==> src/rtl/i2c_codec_slave_if.sv <==
// i2c_codec_slave_if: I2C bus pins plus the decoded register-write port of the codec stand-in
interface i2c_codec_slave_if;
  logic       sclk;
  logic       sdat_i;
  logic       sdat_oe;
  logic       wr_valid;
  logic [6:0] reg_addr;
  logic [8:0] reg_data;
  logic [7:0] wr_count;
  logic       busy;
  modport master (output sclk, sdat_i, input sdat_oe, wr_valid, reg_addr, reg_data, wr_count, busy);
  modport slave  (input sclk, sdat_i, output sdat_oe, wr_valid, reg_addr, reg_data, wr_count, busy);
endinterface

==> src/rtl/i2c_codec_slave.sv <==
// i2c_codec_slave: oversampled write-only I2C target decoding {addr7,d8},{d7..0} register frames
module i2c_codec_slave #(
  parameter logic [6:0] DEV_ADDR = 7'h1A
) (
  input logic clk,
  input logic rst,
  i2c_codec_slave_if.slave bus
);
  typedef enum logic [2:0] {IDLE, ADDR, A_ACK, HI, H_ACK, LO, L_ACK, IGNORE} state_t;
  state_t state, state_nx;
  logic [1:0] sclk_q, sdat_q;
  logic       p_sclk, p_sdat;
  logic [2:0] bit_cnt, bit_nx;
  logic [6:0] shreg, sh_nx, addr_l, addr_l_nx, addr, addr_nx;
  logic       d8, d8_nx, oe, oe_nx, vld, vld_nx, busy, busy_nx;
  logic [8:0] data, data_nx;
  logic [7:0] cnt, cnt_nx, rx;
  logic       s_sclk, s_sdat, rise, fall, start, stop, last, match;
  assign s_sclk = sclk_q[1];
  assign s_sdat = sdat_q[1];
  assign rise   = s_sclk & ~p_sclk;
  assign fall   = ~s_sclk & p_sclk;
  assign start  = s_sclk & p_sdat & ~s_sdat;
  assign stop   = s_sclk & ~p_sdat & s_sdat;
  assign rx     = {shreg, s_sdat};
  assign last   = bit_cnt == 3'd7;
  assign match  = rx == {DEV_ADDR, 1'b0};
  // Synchronizers preset to an idle (high) bus so reset never fakes a START
  always_ff @(posedge clk or negedge rst)
    if (!rst) begin
      sclk_q <= 2'b11;
      sdat_q <= 2'b11;
      p_sclk <= 1'b1;
      p_sdat <= 1'b1;
    end else begin
      sclk_q <= {sclk_q[0], bus.sclk};
      sdat_q <= {sdat_q[0], bus.sdat_i};
      p_sclk <= s_sclk;
      p_sdat <= s_sdat;
    end
  always_ff @(posedge clk or negedge rst)
    if (!rst) begin
      state   <= IDLE;
      bit_cnt <= '0;
      shreg   <= '0;
      addr_l  <= '0;
      d8      <= 1'b0;
      addr    <= '0;
      data    <= '0;
      cnt     <= '0;
      oe      <= 1'b0;
      vld     <= 1'b0;
      busy    <= 1'b0;
    end else begin
      state   <= state_nx;
      bit_cnt <= bit_nx;
      shreg   <= sh_nx;
      addr_l  <= addr_l_nx;
      d8      <= d8_nx;
      addr    <= addr_nx;
      data    <= data_nx;
      cnt     <= cnt_nx;
      oe      <= oe_nx;
      vld     <= vld_nx;
      busy    <= busy_nx;
    end
  always_comb begin
    state_nx  = state;
    bit_nx    = bit_cnt;
    sh_nx     = shreg;
    addr_l_nx = addr_l;
    d8_nx     = d8;
    addr_nx   = addr;
    data_nx   = data;
    cnt_nx    = cnt;
    oe_nx     = oe;
    vld_nx    = 1'b0;
    busy_nx   = busy;
    if (start || stop) begin
      state_nx = start ? ADDR : IDLE;
      bit_nx   = '0;
      oe_nx    = 1'b0;
      busy_nx  = 1'b0;
    end else if (rise && (state == ADDR || state == HI || state == LO)) begin
      sh_nx  = rx[6:0];
      bit_nx = bit_cnt + 3'd1;
      if (last && state == ADDR) begin
        state_nx = match ? A_ACK : IGNORE;
        busy_nx  = match;
      end else if (last && state == HI) begin
        state_nx  = H_ACK;
        addr_l_nx = rx[7:1];
        d8_nx     = rx[0];
      end else if (last) begin
        state_nx = L_ACK;
        addr_nx  = addr_l;
        data_nx  = {d8, rx};
        vld_nx   = 1'b1;
        cnt_nx   = cnt + 8'd1;
      end
    end else if (fall && (state == A_ACK || state == H_ACK || state == L_ACK)) begin
      // First falling edge opens the ACK slot, the second closes it and moves on
      oe_nx    = ~oe;
      state_nx = oe ? (state == H_ACK ? LO : HI) : state;
    end
  end
  assign bus.sdat_oe  = oe;
  assign bus.wr_valid = vld;
  assign bus.reg_addr = addr;
  assign bus.reg_data = data;
  assign bus.wr_count = cnt;
  assign bus.busy     = busy;
endmodule

==> src/flat_wrapper.sv <==
// flat-port wrapper written by rule: the top's interface ports become plain ports
module i2c_codec_slave_flat 
#(
  parameter logic [6:0] DEV_ADDR = 7'h1A
)
  (clk, rst, bus_sclk, bus_sdat_i, bus_sdat_oe, bus_wr_valid, bus_reg_addr, bus_reg_data, bus_wr_count, bus_busy);
  i2c_codec_slave_if bus_i ();
  input logic clk;
  input logic rst;
  input wire logic [$bits(bus_i.sclk)-1:0] bus_sclk;
  input wire logic [$bits(bus_i.sdat_i)-1:0] bus_sdat_i;
  output wire logic [$bits(bus_i.sdat_oe)-1:0] bus_sdat_oe;
  output wire logic [$bits(bus_i.wr_valid)-1:0] bus_wr_valid;
  output wire logic [$bits(bus_i.reg_addr)-1:0] bus_reg_addr;
  output wire logic [$bits(bus_i.reg_data)-1:0] bus_reg_data;
  output wire logic [$bits(bus_i.wr_count)-1:0] bus_wr_count;
  output wire logic [$bits(bus_i.busy)-1:0] bus_busy;
  assign bus_i.sclk = bus_sclk;
  assign bus_i.sdat_i = bus_sdat_i;
  assign bus_sdat_oe = bus_i.sdat_oe;
  assign bus_wr_valid = bus_i.wr_valid;
  assign bus_reg_addr = bus_i.reg_addr;
  assign bus_reg_data = bus_i.reg_data;
  assign bus_wr_count = bus_i.wr_count;
  assign bus_busy = bus_i.busy;
  i2c_codec_slave #(.DEV_ADDR(DEV_ADDR)) u_core (.clk(clk), .rst(rst), .bus(bus_i));
endmodule
==> config.mk <==
export PLATFORM = sky130hd
export DESIGN_NAME = i2c_codec_slave_flat
export DESIGN_NICKNAME = d
export VERILOG_FILES = /design/src/rtl/i2c_codec_slave_if.sv /design/src/rtl/i2c_codec_slave.sv /design/src/flat_wrapper.sv
export SDC_FILE = /design/constraint.sdc
export NUM_CORES = 1
export LEC_CHECK = 0
export ABC_CLOCK_PERIOD_IN_PS = 5300
export BUFFER_PORTS_ARGS = -buffer_cell sky130_fd_sc_hd__buf_2
export CAP_MARGIN = 20
export CORE_UTILIZATION = 60
export DETAILED_ROUTE_END_ITERATION = 10
export GPL_ROUTABILITY_DRIVEN = 0
export PLACE_DENSITY = 0.87
export SLEW_MARGIN = 20
export SYNTH_ARGS = -nofsm -noshare
export SYNTH_HDL_FRONTEND = slang
export SYNTH_SLANG_ARGS = --single-unit
==> constraint.sdc <==
create_clock -name clk -period 5.3 [get_ports clk]
set_input_delay 0.795 -clock clk [delete_from_list [all_inputs] [get_ports clk]]
set_output_delay 0.795 -clock clk [all_outputs]
set_load 0.005 [all_outputs]
==> flow_metrics.py, run 1 <==
metrics = {
    "routing": {
        "drtAntennaViolNets": 0,
        "highest_layer": "met4",
        "vias": 1437,
        "wl_per_cell_um": 16.7,
        "firstDrtPassIters": 7,
        "met3_length_um": 167,
        "postRouteWirelength_um": 4100,
        "drcViolationCount": 1,
        "vias_per_cell": 5.84,
        "wl_met2_um": 2050,
        "met1_length_um": 1770,
        "first_iter_violations": 33,
    },
    "logic_synthesis": {
        "ys_ff_latch": 54,
        "synth_xor_xnor_area_share_pct": 3.81,
        "muxShareOfSynthArea_pct": 17.1,
        "synthSimpleGateAreaFrac_pct": 11.3,
        "synthTopCellsByArea": "dfrtp_1, mux2_2, dfstp_2, xnor2_1, xor2_1",
        "ys.flop_type": "dfrtp_1",
        "ys_types": 41,
        "synth_top_area_cell": "dfrtp_1",
        "synth_top_family_by_area": "multiplexers",
        "synth_top_cell_area_share_pct": 52.3,
        "synth_edf_count": 0,
        "syn_inst": 164,
        "ys_seq_area_share_pct": 59.2,
        "avgSynthCellArea_um2": 14.0,
        "async_flop_share_pct": 100,
        "synth_common_cells": "dfrtp_1, mux2_2, nand2_1",
        "synthAdderAreaFrac_pct": 1.63,
        "yosysMostFrequentCell": "dfrtp_1",
        "yosysWarningCount": 0,
        "synth_compound_area_share_pct": 5.12,
        "synth_area_um2": 2300,
        "syn-num-nets": 171,
    },
    "clock_tree": {
        "cts-resized-gates": 0,
        "clockBufferDepth": 2,
        "cts_tree": "yes",
        "cts_max_level": 2,
        "ctsHoldBuffers": 0,
        "path_clk_slew_ns": 0.09,
        "clock_sinks": 54,
        "cts-buffers-inserted": 5,
        "postCtsSetupBuffers": 0,
        "insertion_delay_ns": 0.30,
        "cts_root_buf": "clkbuf_8",
    },
    "power_and_ir_drop": {
        "power_density_nw_per_um2": 339,
        "leakage_uw": 0.00131,
        "vdd_drop_max_mv": 0.174,
        "total_power_uw": 876,
    },
    "timing": {
        "setup_viol": 0,
        "tightest_slew_ns": 0.799,
        "period_needed_ns": 2.13,
        "hold-worst-slack_ns": 0.358,
        "maxSlewHeadroom_pct": 46.8,
        "rsz0062_at_grt": "false",
        "fin_crit_sh_pct": 40.3,
        "finalMaxSlewViolations": 0,
        "skew_ns": 0.00754,
        "worst_slack_ns": 3.17,
        "setup_tns_ns": 0,
        "fmax_mhz": 469,
        "hold_violations": 0,
    },
    "critical_path": {
        "crit_arrival_ns": 2.32,
        "worst_ep_required_time_ns": 5.49,
        "critPathMaxFanout": 8,
        "start_kind": "flip-flop",
        "crit_type": "flip-flop to flip-flop",
        "worst_setup_path_end_kind": "flip-flop",
    },
    "floorplan": {
        "rows": 22,
        "die_y_um": 63.9,
        "die_x_um": 63.9,
        "core_um2": 3660,
        "initial_utilization_pct": 62.7,
        "dieArea_um2": 4080,
        "ios": 31,
    },
    "outcome": {
        "status": "finished, violations left",
        "violations": "DRC",
    },
    "placement": {
        "dp_hpwl_um": 2790,
        "dpl_worst_slack_ns": 3.20,
        "dpl.cell_count": 238,
        "port_buffers": 30,
    },
    "finish": {
        "drive_gt1_share_pct": 41.4,
        "final_cells": 246,
        "final_nets": 204,
        "antenna_cells": 0,
        "area_growth_pct": 12.6,
    },
    "grt": {
        "grt_pass1_vias": 1422,
        "overflow": 0,
        "track_usage_pct": 22.2,
        "antenna_found_initial": 0,
        "grt_pass1_wl_um": 6730,
        "grt_max_degree": 55,
    },
    "hold_path": {
        "min_path_type": "flip-flop to flip-flop",
    },
    "job": {
        "maxCapViolCount": 0,
    },
}
[state kept, by name, indices dropped and copies added (netlist names), 2 cells and up]
register / count
u_core.sclk_q: 2
u_core.bit_cnt: 3
u_core.state: 3
u_core.bus.reg_data: 9
u_core.addr_l: 7
u_core.sdat_q: 2
u_core.bus.wr_count: 8
u_core.bus.reg_addr: 7
u_core.shreg: 7
[cells in the final DEF, fill, tap and decap left out, types with 2 or more instances in the layout]
cell	n
dfrtp_1	48
mux2_2	34
buf_2	29
nand2_1	10
dfstp_2	6
xor2_1	5
xnor2_1	5
clkbuf_8	5
inv_1	4
nor2_1	4
nor3_1	4
nand3_1	3
nand4_1	3
a21oi_1	3
ha_1	3
nand3b_1	2
nand2b_1	2
o211ai_1	2
clkbuf_1	2
[critical path, stage by stage (launching register included)]
cell and delay, ns:
dfrtp_1 0.37, ha_1 0.16, ha_1 0.32, nand2_1 0.10, or4b_4 0.53, nor2_8 0.18, mux2_2 0.36
[cell families after synthesis]
family	after synthesis
AO/OA/AOI/OAI	14
multiplexers	35
adder cells (fa/ha/maj)	3
AND/OR/NAND/NOR	40
flip-flops	54
XOR/XNOR	10
buffers and inverters	8
[through the flow]
step	utilization (%)	area (um2)
floorplan	-	2300
global placement	67.7	2480
detailed placement	67.7	2480
CTS	70.6	2580
global route	70.7	2590
finish	70.7	2590
[worst paths after layout]
| check | from | endpoint | slack (ns) | cells after the start |
|---|---|---|---|---|
| setup / recovery | u_core.bit_cnt[0] | u_core.addr_l[1] | 3.17 | 6 |
| hold / removal | u_core.sclk_q[0] | u_core.sclk_q[1] | 0.36 | 0 |
| hold reg to reg | u_core.sclk_q[0] | u_core.sclk_q[1] | 0.36 | 0 |
| min in group asynchronous | rst | u_core.bus.wr_count[6] | 0.50 | 1 |
| setup reg to reg | u_core.bit_cnt[0] | u_core.addr_l[1] | 3.17 | 6 |
| max in group asynchronous | rst | u_core.bus.reg_addr[2] | 4.36 | 1 |
[cell type report]
| cell class | count | area, um2 |
|---|---|---|
| multi-input combinational | 102 | 895 |
| inverter | 4 | 15.0 |
| fill | 252 | 1070 |
| timing repair buffer | 30 | 153 |
| tap | 48 | 60.1 |
| clock buffer | 7 | 76.3 |
| sequential | 54 | 1360 |
| clock inverter | 1 | 30.0 |
[layer usage]
layer | up-vias | GRT usage (%)
met1 | 730 | 27.6
met2 | 43 | 36.6
met3 | 12 | 4.82
met5 | - | 0
li1 | 652 | -
met4 | 0 | 11.4
[where the power goes]
group	switching (uW)	internal (uW)
Combinational	51.6	52.6
Sequential	51.3	453
Clock	126	141
Total	229	647
No activity file was read; power rests on OpenSTA's default activity.
==> run 2, diff against run 1 <==
--- a/config.mk
+++ b/config.mk
@@ -5,13 +5,13 @@
 export SDC_FILE = /design/constraint.sdc
 export NUM_CORES = 1
 export LEC_CHECK = 0
-export ABC_CLOCK_PERIOD_IN_PS = 5300
+export ABC_CLOCK_PERIOD_IN_PS = 2200
 export BUFFER_PORTS_ARGS = -buffer_cell sky130_fd_sc_hd__buf_2
 export CAP_MARGIN = 20
-export CORE_UTILIZATION = 60
+export CORE_UTILIZATION = 56
 export DETAILED_ROUTE_END_ITERATION = 10
 export GPL_ROUTABILITY_DRIVEN = 0
-export PLACE_DENSITY = 0.87
+export PLACE_DENSITY = 0.82
 export SLEW_MARGIN = 20
 export SYNTH_ARGS = -nofsm -noshare
 export SYNTH_HDL_FRONTEND = slang
==> constraint.sdc (replaced) <==
create_clock -name clk -period 2.2 [get_ports clk]
set_input_delay 0.33 -clock clk [delete_from_list [all_inputs] [get_ports clk]]
set_output_delay 0.33 -clock clk [all_outputs]
set_load 0.005 [all_outputs]
==> run 2 against run 1 <==
Net effect: the flow now finishes without violations; worst setup slack got worse by 2.9 ns; power increased by 130%; via count increased by 0.97%; wire length about the same; critical endpoint is now u_core.state[0].
==> flow_metrics.py, run 2 (same netlist as run 1, synthesis figures left out) <==
metrics = {
    "outcome": {
        "status": "finished clean",
    },
    "power_and_ir_drop": {
        "p_int_uw": 1450,
        "switching_share_pct": 27.8,
        "p_seq_share_pct": 60.5,
        "leakage_uw": 0.00133,
        "pwr-share-comb_pct": 13.1,
        "vdd_drop_max_mv": 0.466,
        "power_density_nw_per_um2": 773,
        "clockPowerShare_pct": 26.4,
        "power.switching_uw": 558,
        "total_power_uw": 2010,
    },
    "critical_path": {
        "crit_arrival_ns": 2.18,
        "crit_path_start": "u_core.bit_cnt[0]",
        "path_common_cell": "ha_1",
        "worst_ep_required_time_ns": 2.39,
        "cpPeakStageDelay_ns": 0.41,
        "worst_setup_path_end_kind": "flip-flop",
        "start_kind": "flip-flop",
        "crit_type": "flip-flop to flip-flop",
        "timing.rr.start": "u_core.bit_cnt[0]",
        "slowest_stage": "dfrtp_1",
        "critPathMaxFanout": 5,
        "rr_worst_depth": 7,
        "path_cells": "ha_1 -> ha_1 -> buf_4 -> nand4bb_1 -> a21oi_1 -> a221o_1 -> mux2_2",
    },
    "placement": {
        "dpl_cell_area_um2": 2510,
        "dp_hpwl_um": 2880,
        "port_buffers": 30,
    },
    "finish": {
        "final_common_cell": "dfrtp_1",
        "final_nets": 207,
        "antenna_cells": 0,
        "largest_register_ff_count": 9,
        "final_core_util_pct": 68.4,
        "layout_common_cells": "dfrtp_1, mux2_2, buf_2",
        "final_area_um2": 2600,
        "drive_gt1_share_pct": 42.8,
        "area_growth_pct": 13.2,
    },
    "clock_tree": {
        "cts-buffers-inserted": 5,
        "clock_sinks": 54,
        "cts-resized-gates": 0,
        "postCtsSetupBuffers": 0,
        "clockBufferDepth": 2,
        "insertion_delay_ns": 0.30,
        "ctsHoldBuffers": 0,
        "cts_max_level": 2,
        "path_clk_slew_ns": 0.09,
        "cts_root_buf": "clkbuf_8",
        "cts_tree": "yes",
    },
    "floorplan": {
        "core_um2": 3800,
        "ios": 31,
        "die_x_um": 66.1,
        "initial_utilization_pct": 60.5,
        "rows": 22,
        "die_y_um": 66.1,
        "dieArea_um2": 4360,
    },
    "timing": {
        "hold_violations": 0,
        "fin_crit_sh_pct": 90.2,
        "fmax_mhz": 504,
        "tightest_slew_ns": 0.595,
        "skew_ns": 0.00682,
        "finalMaxSlewViolations": 0,
        "period_needed_ns": 1.98,
        "maxSlewHeadroom_pct": 60.4,
        "rsz0062_at_grt": "false",
        "setup_viol": 0,
        "setup_tns_ns": 0,
        "hold-worst-slack_ns": 0.0185,
    },
    "routing": {
        "first_iter_violations": 96,
        "postRouteWirelength_um": 4100,
        "firstDrtPassIters": 4,
        "vias": 1451,
        "drtAntennaViolNets": 0,
        "vias_per_cell": 5.83,
        "wl_per_cell_um": 16.5,
        "drcViolationCount": 0,
    },
    "job": {
        "maxCapViolCount": 0,
    },
    "grt": {
        "antenna_found_initial": 0,
        "grt_pass1_vias": 1446,
        "grt_pass1_wl_um": 6910,
        "grt_max_degree": 30,
        "track_usage_pct": 21.7,
        "overflow": 0,
    },
    "hold_path": {
        "min_path_type": "input pin to async pin",
    },
}
## run 2: cell count changes in the layout (fill, tap and decap cells not counted)
cell | previous run | this run
buf_12 | 0 | 1
buf_2 | 29 | 30
buf_4 | 1 | 2
bufinv_16 | 1 | 0
clkbuf_1 | 2 | 1
clkinv_2 | 0 | 1
clkinv_4 | 0 | 1
## run 2: area by class of cell
| class | count | area (um2) |
|---|---|---|
| tap | 48 | 60.1 |
| sequential | 54 | 1360 |
| clock buffer | 6 | 72.6 |
| clock inverter | 2 | 13.8 |
| inverter | 4 | 15.0 |
| multi-input combinational | 102 | 895 |
| fill | 282 | 1200 |
| timing repair buffer | 33 | 185 |
## run 2: through the flow
step           setup slack, ns  cells
2_1_floorplan            0.255    164
3_3_place_gp             0.318    241
3_5_place_dp             0.258    241
4_1_cts                  0.235    249
5_1_grt                  0.138    249
6_report                 0.216    249
## run 2: worst max-delay path, delay by kind of cell (launching register included)
| kind | cells | cell delay, ns |
|---|---|---|
| fa+ha+maj | 2 | 0.40 |
| mux | 1 | 0.28 |
| simple gates | 1 | 0.16 |
| flops | 1 | 0.41 |
| buf+inv | 1 | 0.16 |
| compound gates | 2 | 0.46 |
## run 2: final timing paths
kind / end / slack (ns)
worst max-delay path: u_core.state[0] / 0.22
worst min-delay path: u_core.bus.wr_count[7] / 0.02
min in group clk: u_core.sclk_q[0] / 0.12
max in group asynchronous: u_core.bus.reg_data[8] / 1.63
worst max register to register: u_core.state[0] / 0.22
worst min register to register: u_core.sclk_q[1] / 0.36
## run 2: per-layer routing
metal | global-route usage [%] | share of wire (%)
met1 | 28.9 | 45
met2 | 32.9 | 49
met3 | 6.72 | 4.9
met4 | 9.57 | 1.8
met5 | 0 | 0
## run 2: power groups by stage
| stage | clock network, uW | logic [uW] | registers, uW |
|---|---|---|---|
| 2_1_floorplan | 0 | 204 | 1180 |
| 3_3_place_gp | 0 | 243 | 1220 |
| 3_5_place_dp | 0 | 262 | 1230 |
| 4_1_cts | 544 | 265 | 1210 |
| 5_1_grt | 582 | 291 | 1230 |
| 6_report | 530 | 264 | 1220 |
==> run 3, diff against run 2 <==
--- a/config.mk
+++ b/config.mk
@@ -7,7 +7,7 @@
 export LEC_CHECK = 0
 export ABC_CLOCK_PERIOD_IN_PS = 2200
 export BUFFER_PORTS_ARGS = -buffer_cell sky130_fd_sc_hd__buf_2
-export CAP_MARGIN = 20
+export CORE_MARGIN = 3
 export CORE_UTILIZATION = 56
 export DETAILED_ROUTE_END_ITERATION = 10
 export GPL_ROUTABILITY_DRIVEN = 0
==> run 3 against run 2 <==
Net effect: core utilization up 0.33 points; highest routed layer unchanged; power increased by 2.1%; clock-buffer cell count stayed put; worst hold slack better by 0.020 ns; sequential share of layout area shrank 0.25 points; critical path depth decreased by 1; first-iteration DRC count shrank 31%; clock skew grew 0.0035 ns; flip-flop and latch count did not move; die area is 12% higher; wire length fell by 0.73%; worst setup slack better by 0.031 ns.
==> flow_metrics.py, run 3 (same netlist as run 1, synthesis figures left out) <==
metrics = {
    "floorplan": {
        "die_x_um": 70.1,
        "die_y_um": 70.1,
        "ios": 31,
        "dieArea_um2": 4910,
        "initial_utilization_pct": 60.5,
        "core_um2": 3800,
        "rows": 22,
    },
    "critical_path": {
        "worst_ep_required_time_ns": 2.39,
        "timing.rr.start": "u_core.bit_cnt[0]",
        "crit_buf_inv": 0,
        "crit_arrival_ns": 2.14,
        "worst_setup_path_end_kind": "flip-flop",
        "path_cells": "ha_1 -> ha_1 -> nand2_1 -> or4b_4 -> nor2_8 -> mux2_2",
        "crit_family": "simple AND/OR/NAND/NOR gates",
        "slowest_stage": "or4b_4",
        "crit_type": "flip-flop to flip-flop",
        "critPathMaxFanout": 8,
        "start_kind": "flip-flop",
        "crit_path_start": "u_core.bit_cnt[0]",
        "path_common_cell": "ha_1",
        "cpPeakStageDelay_ns": 0.53,
    },
    "job": {
        "maxCapViolCount": 0,
    },
    "routing": {
        "first_iter_violations": 66,
        "postRouteWirelength_um": 4070,
        "drcViolationCount": 0,
        "firstDrtPassIters": 4,
        "vias_per_cell": 5.69,
        "vias": 1418,
        "wl_per_cell_um": 16.3,
        "drtAntennaViolNets": 0,
    },
    "grt": {
        "antenna_found_initial": 0,
        "grt_pass1_wl_um": 7110,
        "grt_pass1_vias": 1500,
        "overflow": 0,
        "grt_max_degree": 29,
        "track_usage_pct": 18.1,
    },
    "finish": {
        "final_cells": 249,
        "final_nets": 207,
        "antenna_cells": 0,
        "largest_register_ff_count": 9,
        "drive_gt1_share_pct": 43.3,
        "layout_common_cells": "dfrtp_1, mux2_2, buf_2",
        "multi_input_area_um2": 895,
        "final_common_cell": "dfrtp_1",
        "area_growth_pct": 13.7,
        "fillers": 294,
        "seqCellArea_um2": 1360,
    },
    "timing": {
        "worst_slack_ns": 0.247,
        "skew_ns": 0.0103,
        "fmax_mhz": 512,
        "hold_violations": 0,
        "rsz0062_at_grt": "false",
        "period_needed_ns": 1.95,
        "maxSlewHeadroom_pct": 57.5,
        "setup_viol": 0,
        "fin_crit_sh_pct": 88.8,
        "setup_tns_ns": 0,
        "hold-worst-slack_ns": 0.0388,
        "finalMaxSlewViolations": 0,
        "tightest_slew_ns": 0.637,
    },
    "power_and_ir_drop": {
        "switching_share_pct": 27.7,
        "leakage_uw": 0.00133,
        "pwr-share-comb_pct": 12.5,
        "vdd_drop_max_mv": 0.584,
        "power_density_nw_per_um2": 785,
        "p_seq_share_pct": 59.3,
        "clockPowerShare_pct": 28.2,
        "p_int_uw": 1480,
        "power.switching_uw": 568,
    },
    "clock_tree": {
        "cts-resized-gates": 0,
        "cts_max_level": 2,
        "ctsHoldBuffers": 0,
        "cts-buffers-inserted": 5,
        "cts_tree": "yes",
        "clock_sinks": 54,
        "postCtsSetupBuffers": 0,
        "clockBufferDepth": 2,
        "path_clk_slew_ns": 0.10,
        "cts_root_buf": "clkbuf_8",
        "insertion_delay_ns": 0.30,
    },
    "hold_path": {
        "min_path_type": "input pin to async pin",
    },
    "placement": {
        "dpl_worst_slack_ns": 0.248,
        "port_buffers": 30,
        "dpl.cell_count": 241,
        "dp_hpwl_um": 3020,
    },
    "outcome": {
        "status": "finished clean",
    },
}
[run 3: cell types whose count changed in the layout (fill, tap and decap cells not counted)]
| cell | delta |
|---|---|
| clkinv_4 | -1 |
| clkinvlp_4 | +1 |
| clkbuf_1 | -1 |
| inv_6 | +1 |
| clkinv_2 | -1 |
| clkbuf_8 | +1 |
[run 3: path summary, 6_finish.rpt]
check / to / slack, ns / cells after the start
setup / recovery: u_core.addr_l[4] / 0.25 / 6
min in group clk: u_core.sdat_q[0] / 0.13 / 1
max in group asynchronous: u_core.sclk_q[1] / 1.52 / 2
hold / removal: u_core.bus.wr_count[5] / 0.04 / 1
setup reg to reg: u_core.addr_l[4] / 0.25 / 6
hold reg to reg: u_core.sdat_q[1] / 0.36 / 0
[run 3: per-stage QoR]
step	area [um2]	power [uW]	utilization, %
CTS	2610	2060	68.8
global route	2610	2170	68.8
finish	2610	2050	68.8
global placement	2510	1460	66.2
floorplan	2300	1390	-
detailed placement	2510	1490	66.2
[run 3: power groups by stage]
stage / sequential, uW / clock (uW) / combinational [uW]
2_1_floorplan: 1180 / 0 / 204
3_3_place_gp: 1220 / 0 / 242
3_5_place_dp: 1230 / 0 / 255
4_1_cts: 1220 / 591 / 259
5_1_grt: 1230 / 645 / 288
6_report: 1220 / 579 / 256
[run 3: layout make-up]
type                            count  area share (%)
Timing Repair Buffer               33            7.09
Multi-Input combinational cell    102            34.2
Inverter                            4           0.575
Clock inverter                      2           0.623
Clock buffer                        6            3.16
Tap cell                           48            2.30
Sequential cell                    54            52.0
[run 3: per-layer routing]
layer | GRT usage, % | wire length (um) | vias to the layer above | part of all wire [%]
li1 | - | - | 655 | -
met2 | 31.3 | 2150 | 36 | 53
met3 | 3.60 | 177 | 4 | 4.4
met5 | 0 | 0 | - | 0
met4 | 5.11 | 33 | 0 | 0.81
met1 | 23.0 | 1710 | 723 | 42
